$ cat config.mk
export PLATFORM = sky130hd
export DESIGN_NAME = clink_uart_intf
export DESIGN_NICKNAME = d
export VERILOG_FILES = /design/src/rtl/clink_uart_intf.sv
export SDC_FILE = /design/constraint.sdc
export NUM_CORES = 1
export LEC_CHECK = 0
export CORE_MARGIN = 10
export CORE_UTILIZATION = 42
export DETAILED_ROUTE_END_ITERATION = 7
export PLACE_DENSITY_LB_ADDON = 0.05
export SLEW_MARGIN = 20
export SYNTH_ARGS = -nofsm -noshare
export SYNTH_HDL_FRONTEND = slang
export SYNTH_SLANG_ARGS = --single-unit
$ cat constraint.sdc
create_clock -name clk -period 4.12 [get_ports clk]
set_input_delay 0.412 -clock clk [delete_from_list [all_inputs] [get_ports clk]]
set_output_delay 0.412 -clock clk [all_outputs]
set_load 0.005 [all_outputs]
$ cat src/rtl/clink_uart_intf.sv
// Camera Link serial/camera-control block: AXI4-Lite-style register slave driving
// a SerTC UART transmitter, a SerTFG UART receiver and the four CC lines.
module clink_uart_intf #(
  parameter int CLK_FREQ       = 100000000,
  parameter int BAUD           = 9600,
  parameter int AXI_ADDR_WIDTH = 6,
  parameter int AXI_DATA_WIDTH = 128
) (
  input  logic                      clk,
  input  logic                      reset,
  input  logic [AXI_ADDR_WIDTH-1:0] s_axi_awaddr,
  input  logic                      s_axi_awvalid,
  output logic                      s_axi_awready,
  input  logic [AXI_DATA_WIDTH-1:0] s_axi_wdata,
  input  logic                      s_axi_wvalid,
  output logic                      s_axi_wready,
  output logic [1:0]                s_axi_bresp,
  output logic                      s_axi_bvalid,
  input  logic                      s_axi_bready,
  input  logic [AXI_ADDR_WIDTH-1:0] s_axi_araddr,
  input  logic                      s_axi_arvalid,
  output logic                      s_axi_arready,
  output logic [AXI_DATA_WIDTH-1:0] s_axi_rdata,
  output logic [1:0]                s_axi_rresp,
  output logic                      s_axi_rvalid,
  input  logic                      s_axi_rready,
  output logic                      sertc,
  input  logic                      sertfg,
  output logic [3:0]                cc
);

  localparam int BAUD_DIV = CLK_FREQ / BAUD;
  localparam int CNT_W    = (BAUD_DIV > 2) ? $clog2(BAUD_DIV) : 1;
  localparam logic [CNT_W-1:0] BIT_LAST  = CNT_W'(BAUD_DIV - 1);
  localparam logic [CNT_W-1:0] HALF_LAST = CNT_W'(BAUD_DIV / 2 - 1);

  localparam logic [AXI_ADDR_WIDTH-1:0] ADDR_TX     = AXI_ADDR_WIDTH'('h00);
  localparam logic [AXI_ADDR_WIDTH-1:0] ADDR_RX     = AXI_ADDR_WIDTH'('h08);
  localparam logic [AXI_ADDR_WIDTH-1:0] ADDR_STATUS = AXI_ADDR_WIDTH'('h10);
  localparam logic [AXI_ADDR_WIDTH-1:0] ADDR_CC     = AXI_ADDR_WIDTH'('h18);

  localparam logic [1:0] RESP_OKAY   = 2'b00;
  localparam logic [1:0] RESP_SLVERR = 2'b10;

  typedef enum logic [1:0] {ST_IDLE, ST_START, ST_DATA, ST_STOP} uart_state_e;

  // Register-side state
  logic        awready_q, bvalid_q, arready_q, rvalid_q;
  logic [1:0]  bresp_q;
  logic [31:0] rdata_q, rd_mux;
  logic [3:0]  cc_q;
  logic [7:0]  rx_data_q;
  logic        rx_valid_q, frame_err_q, overrun_q;
  logic        wr_hs, rd_hs, tx_busy, tx_start;

  // TX state
  uart_state_e      tx_state_q, tx_state_d;
  logic [CNT_W-1:0] tx_cnt_q, tx_cnt_d;
  logic [2:0]       tx_bit_q, tx_bit_d;
  logic [7:0]       tx_shift_q, tx_shift_d;
  logic             sertc_q, sertc_d;

  // RX state
  uart_state_e      rx_state_q, rx_state_d;
  logic [CNT_W-1:0] rx_cnt_q, rx_cnt_d;
  logic [2:0]       rx_bit_q, rx_bit_d;
  logic [7:0]       rx_shift_q, rx_shift_d;
  logic [1:0]       sync_q;
  logic             rx_prev_q, rx_in, rx_done;

  logic unused_wdata;
  assign unused_wdata = ^s_axi_wdata[AXI_DATA_WIDTH-1:8];

  assign wr_hs    = awready_q & s_axi_awvalid & s_axi_wvalid;
  assign rd_hs    = arready_q & s_axi_arvalid;
  assign tx_busy  = (tx_state_q != ST_IDLE);
  assign tx_start = wr_hs && (s_axi_awaddr == ADDR_TX) && !tx_busy;
  assign rx_in    = sync_q[1];

  assign s_axi_awready = awready_q;
  assign s_axi_wready  = awready_q;
  assign s_axi_bvalid  = bvalid_q;
  assign s_axi_bresp   = bresp_q;
  assign s_axi_arready = arready_q;
  assign s_axi_rvalid  = rvalid_q;
  assign s_axi_rresp   = RESP_OKAY;
  assign s_axi_rdata   = AXI_DATA_WIDTH'(rdata_q);
  assign sertc         = sertc_q;
  assign cc            = cc_q;

  always_comb begin
    unique case (s_axi_araddr)
      ADDR_RX:     rd_mux = {23'd0, rx_valid_q, rx_data_q};
      ADDR_STATUS: rd_mux = {28'd0, overrun_q, frame_err_q, rx_valid_q, tx_busy};
      ADDR_CC:     rd_mux = {28'd0, cc_q};
      default:     rd_mux = 32'd0;
    endcase
  end

  // NOTE: every signal driven here gets a default first so no path leaves it unassigned (no latch).
  always_comb begin
    tx_state_d = tx_state_q;
    tx_cnt_d   = tx_cnt_q;
    tx_bit_d   = tx_bit_q;
    tx_shift_d = tx_shift_q;
    case (tx_state_q)
      ST_IDLE: if (tx_start) begin
        tx_state_d = ST_START;
        tx_cnt_d   = '0;
        tx_shift_d = s_axi_wdata[7:0];
      end
      ST_START: if (tx_cnt_q == BIT_LAST) begin
        tx_state_d = ST_DATA;
        tx_cnt_d   = '0;
        tx_bit_d   = 3'd0;
      end else tx_cnt_d = tx_cnt_q + 1'b1;
      ST_DATA: if (tx_cnt_q == BIT_LAST) begin
        tx_cnt_d   = '0;
        tx_shift_d = {1'b0, tx_shift_q[7:1]};
        if (tx_bit_q == 3'd7) tx_state_d = ST_STOP;
        else                  tx_bit_d   = tx_bit_q + 1'b1;
      end else tx_cnt_d = tx_cnt_q + 1'b1;
      ST_STOP: if (tx_cnt_q == BIT_LAST) begin
        tx_state_d = ST_IDLE;
        tx_cnt_d   = '0;
      end else tx_cnt_d = tx_cnt_q + 1'b1;
      default: tx_state_d = ST_IDLE;
    endcase
    // Line level is registered from the next state so SerTC never glitches on decode.
    case (tx_state_d)
      ST_START: sertc_d = 1'b0;
      ST_DATA:  sertc_d = tx_shift_d[0];
      default:  sertc_d = 1'b1;
    endcase
  end

  always_comb begin
    rx_state_d = rx_state_q;
    rx_cnt_d   = rx_cnt_q;
    rx_bit_d   = rx_bit_q;
    rx_shift_d = rx_shift_q;
    rx_done    = 1'b0;
    case (rx_state_q)
      ST_IDLE: if (rx_prev_q && !rx_in) begin
        rx_state_d = ST_START;
        rx_cnt_d   = '0;
      end
      // Half-bit recheck of the start bit rejects glitches and aligns sampling to bit centres.
      ST_START: if (rx_cnt_q == HALF_LAST) begin
        rx_state_d = rx_in ? ST_IDLE : ST_DATA;
        rx_cnt_d   = '0;
        rx_bit_d   = 3'd0;
      end else rx_cnt_d = rx_cnt_q + 1'b1;
      ST_DATA: if (rx_cnt_q == BIT_LAST) begin
        rx_cnt_d   = '0;
        rx_shift_d = {rx_in, rx_shift_q[7:1]};
        if (rx_bit_q == 3'd7) rx_state_d = ST_STOP;
        else                  rx_bit_d   = rx_bit_q + 1'b1;
      end else rx_cnt_d = rx_cnt_q + 1'b1;
      ST_STOP: if (rx_cnt_q == BIT_LAST) begin
        rx_state_d = ST_IDLE;
        rx_cnt_d   = '0;
        rx_done    = 1'b1;
      end else rx_cnt_d = rx_cnt_q + 1'b1;
      default: rx_state_d = ST_IDLE;
    endcase
  end

  // NOTE: non-blocking assignments; where a flag is both cleared and set below, the later set wins.
  always_ff @(posedge clk or posedge reset) begin
    if (reset) begin
      tx_state_q  <= ST_IDLE;
      tx_cnt_q    <= '0;
      tx_bit_q    <= 3'd0;
      tx_shift_q  <= 8'd0;
      sertc_q     <= 1'b1;
      rx_state_q  <= ST_IDLE;
      rx_cnt_q    <= '0;
      rx_bit_q    <= 3'd0;
      rx_shift_q  <= 8'd0;
      sync_q      <= 2'b11;
      rx_prev_q   <= 1'b1;
      awready_q   <= 1'b0;
      bvalid_q    <= 1'b0;
      bresp_q     <= RESP_OKAY;
      arready_q   <= 1'b0;
      rvalid_q    <= 1'b0;
      rdata_q     <= 32'd0;
      cc_q        <= 4'd0;
      rx_data_q   <= 8'd0;
      rx_valid_q  <= 1'b0;
      frame_err_q <= 1'b0;
      overrun_q   <= 1'b0;
    end else begin
      tx_state_q <= tx_state_d;
      tx_cnt_q   <= tx_cnt_d;
      tx_bit_q   <= tx_bit_d;
      tx_shift_q <= tx_shift_d;
      sertc_q    <= sertc_d;
      rx_state_q <= rx_state_d;
      rx_cnt_q   <= rx_cnt_d;
      rx_bit_q   <= rx_bit_d;
      rx_shift_q <= rx_shift_d;
      sync_q     <= {sync_q[0], sertfg};
      rx_prev_q  <= rx_in;

      awready_q <= s_axi_awvalid & s_axi_wvalid & ~bvalid_q & ~awready_q;
      if (wr_hs) begin
        bvalid_q <= 1'b1;
        bresp_q  <= ((s_axi_awaddr == ADDR_TX) && tx_busy) ? RESP_SLVERR : RESP_OKAY;
      end else if (s_axi_bready) begin
        bvalid_q <= 1'b0;
      end
      if (wr_hs && (s_axi_awaddr == ADDR_CC)) cc_q <= s_axi_wdata[3:0];

      arready_q <= s_axi_arvalid & ~rvalid_q & ~arready_q;
      if (rd_hs) begin
        rvalid_q <= 1'b1;
        rdata_q  <= rd_mux;
      end else if (s_axi_rready) begin
        rvalid_q <= 1'b0;
      end

      if (wr_hs && (s_axi_awaddr == ADDR_STATUS)) begin
        frame_err_q <= 1'b0;
        overrun_q   <= 1'b0;
      end
      if (rd_hs && (s_axi_araddr == ADDR_RX)) rx_valid_q <= 1'b0;
      if (rx_done) begin
        if (rx_in) begin
          rx_data_q  <= rx_shift_q;
          rx_valid_q <= 1'b1;
          if (rx_valid_q) overrun_q <= 1'b1;
        end else begin
          frame_err_q <= 1'b1;
        end
      end
    end
  end

endmodule

==> results.cfg <==
[final_layout]
area_delta_synth_final_pct = 9.99
final_area_sq_mm = 0.00553
antenna_cells = 0
drive_gt1_share_pct = 10.5
fin_nets = 693

[timing]
worst_slack_ns = 1.70
post-route-min-period_ns = 2.42
drv_slew = 0
whs_ns = 0.356
fin_crit_sh_pct = 58.7
fin_tns_setup_ns = 0
worst_pin_slew_ns = 0.826
grt_setup_unrepaired = false
setup_viol = 0
clock.fmax_mhz = 413
skew_ns = 0.00890
hold_violations = 0
relSlewSlack_pct = 44.9

[yosys]
synth.area.top_cells = dfrtp_1 41%, buf_4 18%, mux2_2 6.1%
ys_warn_count = 0
synth_top_area_cell = dfrtp_1
syn_inst = 492
ys_top_cells_by_count = 123 x buf_4, 83 x dfrtp_1, 29 x nand2_1, 28 x a22o_1, 27 x mux2_2
netlist.area_leader.share_pct = 41.3
synth.cell_area_sq_mm = 0.00502
ys_ff_latch = 87
avgSynthCellArea_sq_um = 10.2
synth_flop_cell = dfrtp_1
ys_types = 49
ys_seq_area_share_pct = 43.4
synthArstFlopShare_pct = 100
synth-edff-count = 0
yosysMostFrequentCell = buf_4

[placement]
port_buffers = 47
place_area_sq_mm = 0.00518
dp_hpwl_mm = 7.96
place_worst_setup_slack_ns = 1.34
gp_congestion = 0.770

[global_route]
grt_pass1_vias = 3318
grt_pass1_wl_mm = 16.4
antenna_found_initial = 0
globalRouteOverflowTotal = 0
grt_util_all_layers_pct = 12.1
grt_max_degree = 48

[worst_setup_path]
path_max_fanout = 7
crit_path_start_kind = flip-flop
timing.reg2reg.setup_slack_ns = 1.70
r2r-end = rx_bit_q[0]
worstSetupPathType = reg -> reg
worstSetupEndpointType = flip-flop
worstPathArrival_ns = 2.64
worstReg2RegStart = rx_cnt_q[0]
reg2regPathDepth = 6
cp_data_required_time_ns = 4.34

[detailed_routing]
totalWireLength_mm = 10.6
detail_route.wl_per_cell_um = 15.4
drt_first_pass_iters = 4
vias = 3299
antenna_left = 0
via_per_inst = 4.80
dr.first_iter.drc_count = 182
drc_errors = 0

[clock_network]
htreeDepth = 3
cts.reportedPaths.clkPinSlew_ns = 0.06
cts_resized = 0
cts_inserted_buffers = 9
cts_tree = done
cts_buffer_depth = 2
postCtsHoldBufs = 0
cts.sinks = 87
postCtsSetupBuffers = 0
root_buffer = clkbuf_16
clock_latency_ns = 0.34

[pwr]
swShare_pct = 24.3
switchingPower_uw = 512
power-per-cell-area_mw_per_mm2 = 381
internal_power_mw = 1.59
seqPwrFrac_pct = 44.9
comb_power_share_pct = 10.5
irDropWorstVdd_mv = 0.171
total_power_mw = 2.10
power_leakage_nw = 2.69
clockPowerShare_pct = 44.6

[min_path]
hp-start = sync_q[0]
hp-class = reg -> reg
holdPathEnd = sync_q[1]
worstHoldPathCells = 0

[die]
initial_core_util_pct = 43.4
design.core.area_sq_mm = 0.0116
dieHeight_um = 129
fp.dieW_um = 129
io_pins = 290
rows = 39
fp.dieArea_sq_mm = 0.0167

[run]
drv_cap = 0

[run_status]
status = finished clean
==> cell type report <==
class,count,area (sq um)
fill,1098,6040
multi-input combinational,379,2280
sequential,87,2180
timing repair buffer,50,493
clock buffer,10,229
tap,143,179
clock inverter,6,116
inverter,12,46.3
==> worst max path at each step <==
stage / end / start / slack (ns) / cells past startpoint
2_1_floorplan: async pin / reset / 1.46 / 1
3_3_place_gp: sertc / s_axi_awaddr[1] / 1.33 / 6
3_5_place_dp: sertc / s_axi_awaddr[1] / 1.34 / 6
4_1_cts: sertc / s_axi_awaddr[1] / 1.70 / 6
5_1_grt: rx_bit_q[0] / rx_cnt_q[1] / 1.54 / 6
6_report: rx_bit_q[0] / rx_cnt_q[0] / 1.70 / 6
==> sequential cells by signal, indices dropped and copies added, names as in the netlist, 2 cells and up, named ones only <==
name,count
tx_bit_q,3
sync_q,2
rx_cnt_q,14
rx_data_q,8
rx_bit_q,3
tx_state_q,2
cc,4
tx_cnt_q,14
rdata_q,9
rx_shift_q,8
tx_shift_q,8
==> layout by cell type, fill, tap and decap left out, types with 3 or more instances in the layout <==
| cell | instances |
|---|---|
| and2_1 | 4 |
| clkdlybuf4s50_1 | 47 |
| o21ai_0 | 25 |
| bufinv_16 | 3 |
| ha_1 | 6 |
| a22oi_1 | 4 |
| conb_1 | 122 |
| a22o_1 | 28 |
| a21oi_1 | 7 |
| a21o_1 | 14 |
| xnor2_1 | 5 |
| nand4_1 | 3 |
| nor2b_1 | 3 |
| nor2_1 | 18 |
| nor3_1 | 11 |
| buf_4 | 3 |
| mux2i_1 | 3 |
| dfstp_2 | 4 |
| and3_1 | 5 |
| nand3_1 | 15 |
| mux2_2 | 27 |
| dfrtp_1 | 83 |
| nor3b_1 | 7 |
| and4_1 | 6 |
| nand2_1 | 29 |
| nor4_1 | 3 |
| nor4b_1 | 3 |
| clkbuf_16 | 9 |
| inv_1 | 11 |
| xor2_1 | 5 |
| or3_1 | 3 |
==> metrics by stage <==
step | utilization, % | std cells
finish | 47.8 | 687
global route | 47.8 | 687
CTS | 47.8 | 687
detailed placement | 44.8 | 671
global placement | 44.8 | 671
floorplan | - | 613
==> routing by layer <==
layer	vias to the layer above	global-route usage, %	routed length [um]
met5	-	0	0
met1	1587	14.9	4540
met4	0	4.21	103
li1	1584	-	-
met2	118	19.8	5010
met3	10	3.43	899
==> worst max-delay path, stage by stage (launching register included) <==
cell and delay [ns]:
dfrtp_1 0.39, ha_1 0.25, and4bb_2 0.28, nand4b_1 0.28, nor4b_1 0.63, a21oi_1 0.16
mux2_2 0.30
==> power groups by stage <==
stage / Clock (mW) / Sequential [mW] / Combinational (mW)
final: 0.938 / 0.944 / 0.221
after global routing: 1.00 / 0.951 / 0.250
after CTS: 0.963 / 0.943 / 0.218
after detailed placement: 0 / 0.958 / 0.217
after global placement: 0 / 0.958 / 0.213
after floorplan: 0 / 0.940 / 0.239
==> kinds of logic after synthesis <==
kind of cell	Yosys count	share of synthesized area, %
AOI/OAI and AO/OA	89	12.6
xor gates and xnor gates	10	1.74
adders and majority gates	6	1.49
buffers and inverters	147	20.2
DFF	87	43.4
muxes	30	6.65
other	1	0.0746
and+or+nand+nor	122	13.8
(Power assumes the default switching activity.)
